===== src/rtl/mfilter_coeff_loader.sv =====
// mfilter_coeff_loader
//   Configuration front end for the inband matched filter. Serial-bus writes
//   fill a shadow bank (12 tap words, a threshold) and a commit in the control
//   register checks that bank and copies it into the active bank, which drives
//   the filter. The active outputs only change on the edge that enters SWAP.
//   co_valid drops on that same edge and returns one cycle later, so the filter
//   never sees co_valid high while the taps are changing.
//
// Parameters
//   BASE_ADDR  serial address of CTRL; THRESH at +1, tap words at +2..+13
//   MAX_TAPS   largest accepted commit length
//
// Ports
//   clk, reset              clock, synchronous active-high reset
//   serial_strobe/addr/data one-cycle register write
//   co_0 .. co_11           active tap words (2 bits per tap, 16 taps per word)
//   co_length               active tap count
//   co_valid                active bank is consistent and usable
//   threshold               active match threshold
//   cfg_err                 sticky: last commit was rejected
//   debugbus                {state[1:0], cfg_err, co_valid, wr_mask[11:0]}
//   rb_addr, rb_data        register readback, only with COEFF_READBACK_EN
//
// Build option
//   COEFF_READBACK_EN  adds the rb_addr/rb_data readback port (1-cycle latency)

module mfilter_coeff_loader #(
  parameter logic [6:0] BASE_ADDR = 7'd64,
  parameter int         MAX_TAPS  = 192
) (
  input  logic        clk,
  input  logic        reset,
  input  logic        serial_strobe,
  input  logic [6:0]  serial_addr,
  input  logic [31:0] serial_data,
  output logic [31:0] co_0,
  output logic [31:0] co_1,
  output logic [31:0] co_2,
  output logic [31:0] co_3,
  output logic [31:0] co_4,
  output logic [31:0] co_5,
  output logic [31:0] co_6,
  output logic [31:0] co_7,
  output logic [31:0] co_8,
  output logic [31:0] co_9,
  output logic [31:0] co_10,
  output logic [31:0] co_11,
  output logic [7:0]  co_length,
  output logic        co_valid,
  output logic [31:0] threshold,
  output logic        cfg_err,
  output logic [15:0] debugbus
`ifdef COEFF_READBACK_EN
  ,
  input  logic [3:0]  rb_addr,
  output logic [31:0] rb_data
`endif
);

  localparam logic [8:0] MAX_LEN = 9'(MAX_TAPS);

  typedef enum logic [1:0] {
    IDLE   = 2'd0,
    ACTIVE = 2'd1,
    SWAP   = 2'd2
  } state_t;

  state_t      state, state_next;

  logic [31:0] shadow_word [12];
  logic [31:0] shadow_thresh;
  logic [31:0] active_word [12];
  logic [11:0] wr_mask, wr_mask_next;
  logic        co_valid_next;
  logic        cfg_err_next;

  // Words 0..ceil(len/16)-1 must have been written since the last commit.
  function automatic logic [11:0] required_mask(input logic [7:0] len);
    logic [8:0]  rounded;
    logic [4:0]  words;
    logic [12:0] mask;
    rounded = {1'b0, len} + 9'd15;
    words   = rounded[8:4];
    mask    = (13'd1 << words) - 13'd1;
    return mask[11:0];
  endfunction

  // Address decode; 8-bit arithmetic keeps addresses below BASE_ADDR out of range
  logic [7:0] addr_ext, base_ext, offset;
  logic       addr_hit;
  logic       wr_ctrl, wr_thresh, wr_word;
  logic [3:0] word_idx;

  always_comb begin
    addr_ext  = {1'b0, serial_addr};
    base_ext  = {1'b0, BASE_ADDR};
    offset    = addr_ext - base_ext;
    addr_hit  = (addr_ext >= base_ext) && (offset < 8'd14);
    wr_ctrl   = serial_strobe && addr_hit && (offset == 8'd0);
    wr_thresh = serial_strobe && addr_hit && (offset == 8'd1);
    wr_word   = serial_strobe && addr_hit && (offset >= 8'd2);
    word_idx  = offset[3:0] - 4'd2;
  end

  // Control register fields and commit qualification
  logic       ctrl_clear, ctrl_commit;
  logic [7:0] ctrl_len;
  logic       len_ok, mask_ok;
  logic       do_clear, commit_ok, commit_bad;

  always_comb begin
    ctrl_clear  = serial_data[9];
    ctrl_commit = serial_data[8];
    ctrl_len    = serial_data[7:0];
    len_ok      = (ctrl_len != 8'd0) && ({1'b0, ctrl_len} <= MAX_LEN);
    mask_ok     = (wr_mask & required_mask(ctrl_len)) == required_mask(ctrl_len);
    do_clear    = wr_ctrl && ctrl_clear;
    // Clear overrides commit, and such a write leaves cfg_err alone.
    commit_ok   = wr_ctrl && ctrl_commit && !ctrl_clear && len_ok && mask_ok;
    commit_bad  = wr_ctrl && ctrl_commit && !ctrl_clear && !(len_ok && mask_ok);
  end

  // FSM state register
  always_ff @(posedge clk) begin
    if (reset) state <= IDLE;
    else       state <= state_next;
  end

  // FSM next state and control register updates
  always_comb begin
    state_next    = state;
    co_valid_next = co_valid;
    cfg_err_next  = cfg_err;
    wr_mask_next  = wr_mask;

    case (state)
      IDLE, ACTIVE: begin
        if (do_clear)       state_next = IDLE;
        else if (commit_ok) state_next = SWAP;
      end
      SWAP: begin
        if (do_clear)       state_next = IDLE;
        else if (commit_ok) state_next = SWAP;
        else                state_next = ACTIVE;
      end
      default: state_next = IDLE;
    endcase

    // Valid follows the bank: low across the transfer, high once it has settled.
    if (do_clear || commit_ok) co_valid_next = 1'b0;
    else if (state == SWAP)    co_valid_next = 1'b1;

    if (commit_ok)       cfg_err_next = 1'b0;
    else if (commit_bad) cfg_err_next = 1'b1;

    // Mask restarts on an accepted commit; a shadow write can only arrive on a
    // later strobe, so writes during SWAP are always recorded.
    if (do_clear || commit_ok) wr_mask_next = 12'd0;
    if (wr_word) wr_mask_next[word_idx] = 1'b1;
  end

  always_ff @(posedge clk) begin
    if (reset) begin
      co_valid      <= 1'b0;
      cfg_err       <= 1'b0;
      wr_mask       <= 12'd0;
      shadow_thresh <= 32'd0;
      threshold     <= 32'd0;
      co_length     <= 8'd0;
      for (int k = 0; k < 12; k++) begin
        shadow_word[k] <= 32'd0;
        active_word[k] <= 32'd0;
      end
    end else begin
      co_valid <= co_valid_next;
      cfg_err  <= cfg_err_next;
      wr_mask  <= wr_mask_next;
      if (wr_thresh) shadow_thresh <= serial_data;
      if (wr_word)   shadow_word[word_idx] <= serial_data;
      // Bank transfer happens on the edge entering SWAP, while co_valid drops.
      if (commit_ok) begin
        threshold <= shadow_thresh;
        co_length <= ctrl_len;
        for (int k = 0; k < 12; k++) active_word[k] <= shadow_word[k];
      end
    end
  end

  assign co_0  = active_word[0];
  assign co_1  = active_word[1];
  assign co_2  = active_word[2];
  assign co_3  = active_word[3];
  assign co_4  = active_word[4];
  assign co_5  = active_word[5];
  assign co_6  = active_word[6];
  assign co_7  = active_word[7];
  assign co_8  = active_word[8];
  assign co_9  = active_word[9];
  assign co_10 = active_word[10];
  assign co_11 = active_word[11];

  assign debugbus = {state, cfg_err, co_valid, wr_mask};

`ifdef COEFF_READBACK_EN
  always_ff @(posedge clk) begin
    if (reset) begin
      rb_data <= 32'd0;
    end else begin
      case (rb_addr)
        4'd12:   rb_data <= {co_length, 23'd0, co_valid};
        4'd13:   rb_data <= threshold;
        4'd14:   rb_data <= {20'd0, wr_mask};
        4'd15:   rb_data <= 32'd0;
        default: rb_data <= active_word[rb_addr];
      endcase
    end
  end
`endif

endmodule


===== config.mk =====
export PLATFORM = sky130hd
export DESIGN_NAME = mfilter_coeff_loader
export DESIGN_NICKNAME = d
export VERILOG_FILES = /design/src/rtl/mfilter_coeff_loader.sv
export SDC_FILE = /design/constraint.sdc
export NUM_CORES = 1
export LEC_CHECK = 0
export CORE_ASPECT_RATIO = 1.5
export CORE_MARGIN = 4
export CORE_UTILIZATION = 40
export CTS_BUF_LIST = sky130_fd_sc_hd__clkbuf_8
export DETAILED_ROUTE_END_ITERATION = 12
export SLEW_MARGIN = 10
export SYNTH_ARGS = -nofsm -noshare
export SYNTH_HDL_FRONTEND = slang
export SYNTH_SLANG_ARGS = --single-unit

===== constraint.sdc =====
create_clock -name clk -period 31.5 [get_ports clk]
set_clock_uncertainty 0.1 [all_clocks]
set_input_delay 7.875 -clock clk [delete_from_list [all_inputs] [get_ports clk]]
set_output_delay 7.875 -clock clk [all_outputs]
set_load 0.005 [all_outputs]

==> load_flow_metrics.sql, run 1 <==
INSERT INTO impl_metrics (metric_group, metric, value, unit) VALUES
('synth', 'syn_area_per_cell', '15.5', 'um^2'),
('critical_path', 'arrival', '15.74', 'ns'),
('floorplanning', 'starting_density', '40.5', '%'),
('sta', 'max_slew.worst_pin.slew', '1.29', 'ns'),
('synth', 'yosysMostFrequentCell', 'sky130_fd_sc_hd__edfxtp_1', ''),
('sta', 'slew-limit-headroom', '13.9', '%'),
('critical_path', 'r2r-start', 'wr_mask[3]', ''),
('job', 'max-cap-violations', '0', ''),
('synth', 'ys_async_sr_fraction', '0', '%'),
('sta', 'min_period_over_period', '49.1', '%'),
('synth', 'syn-cell-area', '0.0341', 'mm^2'),
('synth', 'synth_top_family_by_area', 'simple AND/OR/NAND/NOR gates', ''),
('critical_path', 'cp_cell_sequence', 'clkdlybuf4s50_1 > o41ai_1 > nand3_1 > ha_1 > and2_1 > a221o_1 > o31ai_1 > o21ai_0 > or4_4 > nand2_4 > buf_4 > buf_4', ''),
('finish', 'layout.core_utilization', '50.5', '%'),
('global_route', 'grt_pass1_wl', '141000', 'um'),
('synth', 'synth_compound_gate_area_share', '1.65', '%'),
('routing', 'wire_per_inst', '25.2', 'um'),
('global_route', 'number_of_global_route_vias_before_repair', '20600', ''),
('floorplanning', 'die_w', '246', 'um'),
('clocking', 'cts_hold_bufs', '0', ''),
('clocking', 'clk-insertion-delay-late', '0.78', 'ns'),
('synth', 'post_synth_xor_area_fraction', '0.0257', '%'),
('critical_path', 'required', '31.77', 'ns'),
('routing', 'drcViolationCount', '0', ''),
('clocking', 'cts-buffers-inserted', '132', ''),
('power_and_ir_drop', 'ir_worst_vdd', '0.0000376', 'V'),
('sta', 'final_report_hold_violation_count', '0', ''),
('routing', 'via_per_inst', '5.12', ''),
('synth', 'postSynthRegisterBits', '856', ''),
('floorplanning', 'io-pin-count', '484', ''),
('synth', 'synth.lib_cells_used.distinct', '56', ''),
('power_and_ir_drop', 'pwr-share-comb', '5.3', '%'),
('floorplanning', 'design.die.area', '0.0900', 'mm^2'),
('synth', 'synth-edff-count', '768', ''),
('global_route', 'grt_max_degree', '126', ''),
('critical_path', 'critPathKind', 'in -> reg', ''),
('finish', 'multi_input_area', '0.00846', 'mm^2'),
('routing', 'initialDrtViolationCount', '1663', ''),
('clocking', 'tritoncts', 'built', ''),
('power_and_ir_drop', 'powerDensity', '55.1', 'mW/mm^2'),
('synth', 'cells_after_synth', '2192', ''),
('synth', 'synth-simple-area-share', '21.3', '%'),
('placed_design', 'dp.final_hpwl', '60900', 'um'),
('synth', 'post_synth_most_frequent_cells', 'sky130_fd_sc_hd__edfxtp_1 (768), sky130_fd_sc_hd__and2_1 (362), sky130_fd_sc_hd__nor3b_2 (200)', ''),
('clocking', 'cts_max_path_buffers', '3', ''),
('synth', 'synth.area.top_cells', 'sky130_fd_sc_hd__edfxtp_1 (68%), sky130_fd_sc_hd__nor3b_2 (7.3%), sky130_fd_sc_hd__and2_1 (6.6%)', ''),
('routing', 'ant_nets', '0', ''),
('status', 'run_status', 'completed', ''),
('finish', 'fin_area', '0.0425', 'mm^2'),
('global_route', 'grt_antenna_before_repair', '11', ''),
('synth', 'synth-main-ff-cell', 'sky130_fd_sc_hd__edfxtp_1', ''),
('hold_path', 'min_path_type', 'reg -> reg', ''),
('sta', 'report.final.slew_viol_count', '0', ''),
('finish', 'final_nets', '2699', ''),
('critical_path', 'endpoint_kind', 'register', ''),
('clocking', 'post_cts_resized', '0', ''),
('sta', 'final.setup.worst_slack', '16.03', 'ns'),
('critical_path', 'critical_path_peak_fanout', '86', ''),
('sta', 'max_freq', '64.6', 'MHz'),
('routing', 'num_vias', '19900', ''),
('critical_path', 'worst_path_cell_with_the_longest_stage_delay', 'sky130_fd_sc_hd__o41ai_1', ''),
('critical_path', 'path_common_cell', 'sky130_fd_sc_hd__buf_4', ''),
('sta', 'grt_setup_unrepaired', 'false', ''),
('power_and_ir_drop', 'seq_power_share', '55.3', '%'),
('finish', 'number_of_fillers_in_the_final_layout', '7114', ''),
('routing', 'postRouteWirelength', '98000', 'um'),
('synth', 'synth.net_count', '2237', ''),
('floorplanning', 'die_h', '365', 'um'),
('synth', 'top_area_cell_type_share_of_the_netlist_area', '67.7', '%'),
('finish', 'sequential_cell_area', '0.0248', 'mm^2'),
('critical_path', 'timing.critical_path.from_type', 'input port', '');
metrics by stage:
stage          std cells  power, mW  hold WS [ns]
6_report            3883       2.34         0.354
3_5_place_dp        3642       1.45         0.345
5_1_grt             3879       2.43         0.367
3_3_place_gp        3642       1.44         0.338
2_1_floorplan       2192       1.37         0.332
4_1_cts             3877       2.37         0.353
registers in the layout (all words and copies together) (netlist names):
| name | count |
|---|---|
| active_word | 384 |
| shadow_word | 384 |
| shadow_thresh | 32 |
| threshold | 32 |
| wr_mask | 12 |
| co_length | 8 |
| state | 2 |
| cfg_err | 1 |
| co_valid | 1 |
area by class of cell:
class | instances | share of cell area, %
Sequential cell | 856 | 58.4
Multi-Input combinational cell | 1133 | 19.9
Timing Repair Buffer | 521 | 12.1
Clock buffer | 142 | 4.60
Tap cell | 1122 | 3.31
Clock inverter | 93 | 1.51
Inverter | 10 | 0.0943
Antenna cell | 6 | 0.0353
power groups by stage:
stage / Clock [mW] / Sequential, mW / Combinational, mW
global route: 0.995 / 1.30 / 0.132
global placement: 0 / 1.32 / 0.124
CTS: 0.947 / 1.30 / 0.127
finish: 0.920 / 1.30 / 0.125
detailed placement: 0 / 1.32 / 0.127
floorplan: 0 / 1.32 / 0.0455
layout by cell type (no fill, tap or decap), types with 10 or more instances in the layout:
cell,instances
sky130_fd_sc_hd__a21oi_1,36
sky130_fd_sc_hd__a41o_1,12
sky130_fd_sc_hd__and2_1,362
sky130_fd_sc_hd__buf_4,37
sky130_fd_sc_hd__clkbuf_8,142
sky130_fd_sc_hd__clkdlybuf4s50_1,482
sky130_fd_sc_hd__clkinv_1,30
sky130_fd_sc_hd__clkinv_2,14
sky130_fd_sc_hd__dfxtp_1,88
sky130_fd_sc_hd__edfxtp_1,768
sky130_fd_sc_hd__inv_1,35
sky130_fd_sc_hd__mux2i_1,41
sky130_fd_sc_hd__nand2_1,152
sky130_fd_sc_hd__nor2b_1,70
sky130_fd_sc_hd__nor3_1,24
sky130_fd_sc_hd__nor3b_1,121
sky130_fd_sc_hd__nor3b_2,200
sky130_fd_sc_hd__o21ai_0,10
path summary, 6_finish.rpt:
kind | endpoint | slack, ns | cells after the start
worst max-delay path | active_word[0][212] | 16.03 | 12
worst min-delay path | shadow_thresh[14] | 0.35 | 2
worst max register to register | active_word[0][212] | 25.73 | 8
worst min register to register | shadow_thresh[14] | 0.35 | 2
worst max-delay path, delay by kind of cell:
family	cells	cell delay [ns]
buf+inv	3	2.78
simple gates	4	2.31
compound gates	4	2.08
fa+ha+maj	1	0.42
logic make-up after synthesis:
kind of cell	Yosys count
flops	856
xor+xnor	1
fa+ha+maj	3
compound gates	87
simple gates	1000
mux	42
buf+inv	203
routing by layer:
metal	vias up	track usage, %	share of wire (%)
met1	10000	26.3	39
li1	8805	-	-
met2	869	36.0	50
met3	199	5.97	8.4
met4	2	8.15	3.3
met5	-	0	0.012
Note: power is estimated with default switching activity, not from simulation.
==> run 2: changes to the inputs <==
==> constraint.sdc (replaced) <==
create_clock -name clk -period 15.7 [get_ports clk]
set_clock_uncertainty 0.1 [all_clocks]
set_input_delay 3.925 -clock clk [delete_from_list [all_inputs] [get_ports clk]]
set_output_delay 3.925 -clock clk [all_outputs]
set_load 0.005 [all_outputs]
==> run 2 against run 1 <==
Wire length is 0.38% higher. Clock power is 100% higher. Power is 100% higher. Global-route usage is 0.22 points higher. Register-to-register slack worse by 15 ns.
==> load_flow_metrics.sql, run 2 (synthesis gave the netlist of run 1 again) <==
INSERT INTO impl_metrics (metric_group, metric, value, unit) VALUES
('routing', 'ant_nets', '0', ''),
('finish', 'reg.largest.list', 'active_word: 384 flops, shadow_word: 384 flops', ''),
('sta', 'report.final.slew_viol_count', '0', ''),
('floorplanning', 'starting_density', '40.5', '%'),
('global_route', 'grt_antenna_before_repair', '16', ''),
('critical_path', 'required', '16.01', 'ns'),
('power_and_ir_drop', 'p_leak', '14.2', 'nW'),
('critical_path', 'arrival', '10.40', 'ns'),
('routing', 'drcViolationCount', '0', ''),
('global_route', 'grt_pass1_wl', '142000', 'um'),
('placed_design', 'finalWeightedCongestion', '0.862', ''),
('sta', 'setup-violations-final', '0', ''),
('job', 'max-cap-violations', '0', ''),
('critical_path', 'worstReg2RegEnd', 'active_word[0][19]', ''),
('critical_path', 'r2r-start', 'wr_mask[3]', ''),
('floorplanning', 'design.die.area', '0.0900', 'mm^2'),
('finish', 'final_nets', '2704', ''),
('sta', 'final_report_hold_violation_count', '0', ''),
('power_and_ir_drop', 'ir_worst_vdd', '0.0000675', 'V'),
('clocking', 'ctsHtreeMaxLevel', '4', ''),
('clocking', 'post_cts_clock_slew_at_the_launch_and_capture_registers_of_the_worst_setup_and_hold_paths', '0.06', 'ns'),
('finish', 'drive_above_1_share', '16.5', '%'),
('critical_path', 'critPathKind', 'in -> reg', ''),
('sta', 'final.min_clock_period', '10.09', 'ns'),
('critical_path', 'endpoint_kind', 'register', ''),
('clocking', 'cts_max_path_buffers', '3', ''),
('floorplanning', 'coreArea', '0.0841', 'mm^2'),
('sta', 'whs', '0.332', 'ns'),
('global_route', 'number_of_global_route_vias_before_repair', '20800', ''),
('placed_design', 'number_of_buffer_cells_added_on_primary_ports', '483', ''),
('clocking', 'cts_hold_bufs', '0', ''),
('finish', 'most-common-layout-cells', 'sky130_fd_sc_hd__edfxtp_1 (768), sky130_fd_sc_hd__clkdlybuf4s50_1 (482), sky130_fd_sc_hd__and2_1 (362), sky130_fd_sc_hd__nor3b_2 (200), sky130_fd_sc_hd__nand2_1 (152)', ''),
('finish', 'mostFrequentLayoutCell', 'sky130_fd_sc_hd__edfxtp_1', ''),
('global_route', 'gr-total-overflow', '0', ''),
('floorplanning', 'io-pin-count', '484', ''),
('placed_design', 'dp.final_hpwl', '60200', 'um'),
('floorplanning', 'row_count', '130', ''),
('clocking', 'tritoncts_num_sinks', '856', ''),
('critical_path', 'cp_cell_sequence', 'clkdlybuf4s50_1 > nor4_2 > nand2b_1 > nand2b_1 > ha_1 > and2_1 > a221o_1 > o31ai_1 > o21ai_0 > or4_4 > nand2_4 > buf_4 > buf_4', ''),
('clocking', 'clk-insertion-delay-late', '0.80', 'ns'),
('hold_path', 'hold_path.startpoint', 'shadow_thresh[12]', ''),
('hold_path', 'hold_path_end', 'threshold[12]', ''),
('routing', 'via_per_inst', '5.12', ''),
('hold_path', 'hold_depth', '2', ''),
('critical_path', 'worst_path_cell_with_the_longest_stage_delay', 'sky130_fd_sc_hd__clkdlybuf4s50_1', ''),
('sta', 'grt_setup_unrepaired', 'false', ''),
('placed_design', 'standard_cell_area_after_detailed_placement', '0.0399', 'mm^2'),
('routing', 'initialDrtViolationCount', '1778', ''),
('sta', 'max_freq', '99.1', 'MHz'),
('clocking', 'post_cts_resized', '0', ''),
('critical_path', 'worst_path_largest_cell_delay', '0.88', 'ns'),
('global_route', 'grt_max_degree', '187', ''),
('clocking', 'clk_root_buffer_cell', 'sky130_fd_sc_hd__clkbuf_8', ''),
('routing', 'drt_first_pass_iters', '5', ''),
('finish', 'layout.core_utilization', '50.6', '%'),
('status', 'run_status', 'completed', ''),
('sta', 'min_period_over_period', '64.2', '%'),
('sta', 'slew-limit-headroom', '17.4', '%'),
('sta', 'summed_negative_setup_slack_over_all_endpoints', '0', 'ns'),
('clocking', 'postCtsSetupRepairBufs', '0', ''),
('clocking', 'cts-buffers-inserted', '136', ''),
('finish', 'areaGrowthSynthToFinish', '24.9', '%'),
('power_and_ir_drop', 'powerDensity', '110', 'mW/mm^2'),
('routing', 'num_vias', '19900', ''),
('floorplanning', 'die_h', '365', 'um'),
('critical_path', 'critical_path_peak_fanout', '62', ''),
('floorplanning', 'die_w', '246', 'um'),
('finish', 'fin_area', '0.0425', 'mm^2'),
('critical_path', 'r2r_slack', '11.19', 'ns'),
('global_route', 'grt_util_all_layers', '21.6', '%'),
('sta', 'max_slew.worst_pin.slew', '1.23', 'ns'),
('critical_path', 'timing.critical_path.from_type', 'input port', ''),
('critical_path', 'rr_worst_depth', '8', ''),
('clocking', 'tritoncts', 'built', ''),
('routing', 'wire_per_inst', '25.3', 'um'),
('hold_path', 'min_path_type', 'reg -> reg', ''),
('routing', 'postRouteWirelength', '98400', 'um');
run 2: area by class of cell:
cell class	count	area, um^2
inverter	10	40.0
clock inverter	96	567
multi-input combinational	1133	8460
clock buffer	147	2020
tap	1122	1400
fill	7087	41500
antenna	6	15.0
sequential	856	24800
timing repair buffer	522	5220
run 2: per-stage QoR:
step | instances | total power, mW | worst slack [ns]
after floorplan | 2192 | 2.75 | 0.00521
after global placement | 3641 | 2.90 | 5.23
after detailed placement | 3641 | 2.90 | 4.93
after CTS | 3884 | 4.74 | 5.78
after global routing | 3889 | 4.87 | 5.39
final | 3892 | 4.69 | 5.61
run 2: metal layers:
layer  wire length [um]  vias to the layer above  track usage, %
met2              49400                      833            36.7
li1                   -                     8842               -
met3               8170                      185            6.50
met5                  8                        -               0
met1              37800                    10100            26.3
met4               2990                        2            7.63
run 2: worst max-delay path by stage:
stage,startpoint,to,slack [ns],depth (start not counted)
6_report,serial_data[2],active_word[0][19],5.61,13
5_1_grt,serial_data[2],active_word[0][13],5.39,13
4_1_cts,serial_data[2],active_word[0][152],5.78,13
3_5_place_dp,serial_data[2],active_word[0][24],4.93,13
3_3_place_gp,serial_data[2],active_word[0][270],5.23,13
2_1_floorplan,serial_data[0],active_word[0][0],0.005,12
run 2: critical path, delay by kind of cell:
kind	cells	cell delay, ns
AO/OA/AOI/OAI	3	1.00
adder cells (fa/ha/maj)	1	0.38
buffers and inverters	3	2.32
AND/OR/NAND/NOR	6	2.65
run 2: where the power goes:
| group | leakage, nW | internal, mW | total [mW] | switching [mW] |
|---|---|---|---|---|
| Clock | 1.47 | 0.938 | 1.84 | 0.897 |
| Combinational | 4.41 | 0.101 | 0.254 | 0.153 |
| Sequential | 8.31 | 2.57 | 2.60 | 0.0317 |
==> run 3: changes to the inputs <==
==> constraint.sdc (replaced) <==
create_clock -name clk -period 10.2 [get_ports clk]
set_clock_uncertainty 0.1 [all_clocks]
set_input_delay 2.55 -clock clk [delete_from_list [all_inputs] [get_ports clk]]
set_output_delay 2.55 -clock clk [all_outputs]
set_load 0.005 [all_outputs]
==> run 3 against run 2 <==
Design area fell by 0.21%. Register-to-register slack got worse by 4.7 ns. Sequential power rose by 54%. Wire length fell by 2.0%. Die area did not move. Via count fell by 1.2%. Combinational power rose by 52%. Sequential share of layout area rose by 0.12 points. Clock-buffer cell count fell by 1. Worst setup slack got worse by 3.8 ns. First-iteration DRC count fell by 15%. Highest routed layer is now met4.
==> load_flow_metrics.sql, run 3 (synthesis gave the netlist of run 1 again) <==
INSERT INTO impl_metrics (metric_group, metric, value, unit) VALUES
('finish', 'layout.core_utilization', '50.5', '%'),
('critical_path', 'cp_num_buf_inv', '2', ''),
('power_and_ir_drop', 'pwr-share-comb', '5.4', '%'),
('clocking', 'cts-buffers-inserted', '132', ''),
('critical_path', 'endpoint_kind', 'register', ''),
('clocking', 'post_cts_clock_slew_at_the_launch_and_capture_registers_of_the_worst_setup_and_hold_paths', '0.06', 'ns'),
('placed_design', 'placed_cells_incl_taps', '3640', ''),
('power_and_ir_drop', 'ir_worst_vdd', '0.0000996', 'V'),
('power_and_ir_drop', 'power.clock.fraction', '38.9', '%'),
('clocking', 'tritoncts_num_sinks', '856', ''),
('status', 'run_status', 'completed', ''),
('routing', 'via_per_inst', '5.07', ''),
('sta', 'slew-limit-headroom', '13.2', '%'),
('finish', 'areaGrowthSynthToFinish', '24.7', '%'),
('floorplanning', 'io-pin-count', '484', ''),
('sta', 'max_slew.worst_pin.slew', '1.30', 'ns'),
('floorplanning', 'starting_density', '40.5', '%'),
('sta', 'final_report_hold_violation_count', '0', ''),
('sta', 'report.final.slew_viol_count', '0', ''),
('hold_path', 'min_path_type', 'reg -> reg', ''),
('global_route', 'gr-total-overflow', '0', ''),
('critical_path', 'critPathKind', 'in -> reg', ''),
('clocking', 'cts_hold_bufs', '0', ''),
('clocking', 'cts_max_path_buffers', '3', ''),
('clocking', 'clk_root_buffer_cell', 'sky130_fd_sc_hd__clkbuf_8', ''),
('placed_design', 'dp.final_hpwl', '59600', 'um'),
('floorplanning', 'die_w', '246', 'um'),
('finish', 'finish.cell_count_without_fillers', '3880', ''),
('routing', 'wire_per_inst', '24.9', 'um'),
('finish', 'final_nets', '2697', ''),
('power_and_ir_drop', 'power.switching_fraction', '22.7', '%'),
('critical_path', 'path_common_cell', 'sky130_fd_sc_hd__nand2b_1', ''),
('global_route', 'grt_max_degree', '166', ''),
('routing', 'drt_first_pass_iters', '5', ''),
('routing', 'ant_nets', '0', ''),
('finish', 'reg.largest.list', 'active_word: 384 flops, shadow_word: 384 flops', ''),
('critical_path', 'worst_path_largest_cell_delay', '1.10', 'ns'),
('clocking', 'postCtsSetupRepairBufs', '0', ''),
('routing', 'num_vias', '19700', ''),
('floorplanning', 'row_count', '130', ''),
('global_route', 'number_of_global_route_vias_before_repair', '20500', ''),
('routing', 'postRouteWirelength', '96400', 'um'),
('job', 'max-cap-violations', '0', ''),
('routing', 'drcViolationCount', '0', ''),
('critical_path', 'worst_path_cell_with_the_longest_stage_delay', 'sky130_fd_sc_hd__clkdlybuf4s50_1', ''),
('power_and_ir_drop', 'powerDensity', '169', 'mW/mm^2'),
('critical_path', 'cp_cell_sequence', 'clkdlybuf4s50_1 > nor4_2 > nand2b_1 > nand2b_1 > ha_1 > and2_1 > a221o_1 > o31ai_1 > o21ai_0 > or4_4 > nand2_8 > buf_12', ''),
('critical_path', 'cp_top_delay_family', 'simple AND/OR/NAND/NOR gates', ''),
('sta', 'whs', '0.353', 'ns'),
('clocking', 'ctsHtreeMaxLevel', '4', ''),
('sta', 'final.min_clock_period', '8.36', 'ns'),
('finish', 'mostFrequentLayoutCell', 'sky130_fd_sc_hd__edfxtp_1', ''),
('power_and_ir_drop', 'total_switching_power', '1.63', 'mW'),
('power_and_ir_drop', 'seq_power_share', '55.7', '%'),
('placed_design', 'number_of_buffer_cells_added_on_primary_ports', '483', ''),
('clocking', 'clk-insertion-delay-late', '0.81', 'ns'),
('floorplanning', 'die_h', '365', 'um'),
('sta', 'summed_negative_setup_slack_over_all_endpoints', '0', 'ns'),
('finish', 'drive_above_1_share', '16.1', '%'),
('floorplanning', 'coreArea', '0.0841', 'mm^2'),
('power_and_ir_drop', 'internal_power', '5.55', 'mW'),
('floorplanning', 'design.die.area', '0.0900', 'mm^2'),
('clocking', 'post_cts_resized', '0', ''),
('global_route', 'grt_pass1_wl', '140000', 'um'),
('critical_path', 'arrival', '8.68', 'ns'),
('critical_path', 'timing.critical_path.from_type', 'input port', ''),
('placed_design', 'finalWeightedCongestion', '0.862', ''),
('power_and_ir_drop', 'p_leak', '14.2', 'nW'),
('sta', 'max_freq', '120', 'MHz'),
('sta', 'min_period_over_period', '82.0', '%'),
('clocking', 'tritoncts', 'built', ''),
('global_route', 'grt_util_all_layers', '21.3', '%'),
('critical_path', 'required', '10.52', 'ns'),
('critical_path', 'critical_path_peak_fanout', '109', ''),
('routing', 'initialDrtViolationCount', '1504', ''),
('global_route', 'grt_antenna_before_repair', '11', ''),
('finish', 'most-common-layout-cells', 'sky130_fd_sc_hd__edfxtp_1 (768), sky130_fd_sc_hd__clkdlybuf4s50_1 (482), sky130_fd_sc_hd__and2_1 (362), sky130_fd_sc_hd__nor3b_2 (200), sky130_fd_sc_hd__nand2_1 (152)', ''),
('sta', 'grt_setup_unrepaired', 'false', ''),
('sta', 'setup-violations-final', '0', '');
[run 3: cell count changes in the layout (fill, tap and decap cells not counted), sizes merged]
| cell | before | now |
|---|---|---|
| clkinv | 41 | 34 |
| buf | 40 | 37 |
| diode | 6 | 3 |
| clkinvlp | 5 | 7 |
| bufinv | 4 | 5 |
| clkbuf | 147 | 146 |
| inv | 56 | 55 |
[run 3: per-stage QoR]
step	cell area [um^2]	setup slack, ns	total power [mW]
after floorplan	34100	1.66	4.21
after global routing	42500	1.77	7.45
after global placement	39900	1.51	4.46
after CTS	42500	2.19	7.27
after detailed placement	39900	1.26	4.47
final	42500	1.84	7.18
[run 3: layout make-up]
type	count	area, um^2
diodes	3	7.51
clock buffers	146	2010
clock inverters	91	534
fillers	7151	41600
inverters	10	40.0
multi-input cells	1133	8470
flip-flops and latches	856	24800
well taps	1122	1400
repair buffers	519	5170
[run 3: path summary, 6_finish.rpt]
check        cells past startpoint         startpoint                  end  slack (ns)
max                             12     serial_data[0]  active_word[0][154]        1.84
min                              2  shadow_thresh[18]    shadow_thresh[18]        0.35
max reg2reg                      7         wr_mask[3]  active_word[0][154]        6.46
min reg2reg                      2  shadow_thresh[18]    shadow_thresh[18]        0.35
[run 3: power groups by stage]
stage,Clock (mW),Sequential [mW],Combinational [mW]
2_1_floorplan,0,4.07,0.141
3_3_place_gp,0,4.07,0.387
3_5_place_dp,0,4.07,0.394
4_1_cts,2.87,4.00,0.394
5_1_grt,3.03,4.01,0.410
6_report,2.79,4.00,0.387
[run 3: worst reg2reg max path, cell delays in order (launching register included)]
cell and delay [ns]:
sky130_fd_sc_hd__dfxtp_1 0.42, sky130_fd_sc_hd__inv_1 0.08, sky130_fd_sc_hd__a21oi_1 0.22, sky130_fd_sc_hd__nand4_1 0.11, sky130_fd_sc_hd__or4_1 0.41, sky130_fd_sc_hd__or4_4 0.80, sky130_fd_sc_hd__nand2_8 0.51, sky130_fd_sc_hd__buf_12 0.45
[run 3: per-layer routing]
metal  track usage (%)  share of wire (%)  vias up
li1                  -                  -     8800
met3              6.74                8.7      170
met5                 0                  0        -
met4              6.69                2.5        0
met2              35.8                 50      844
met1              26.3                 39     9862
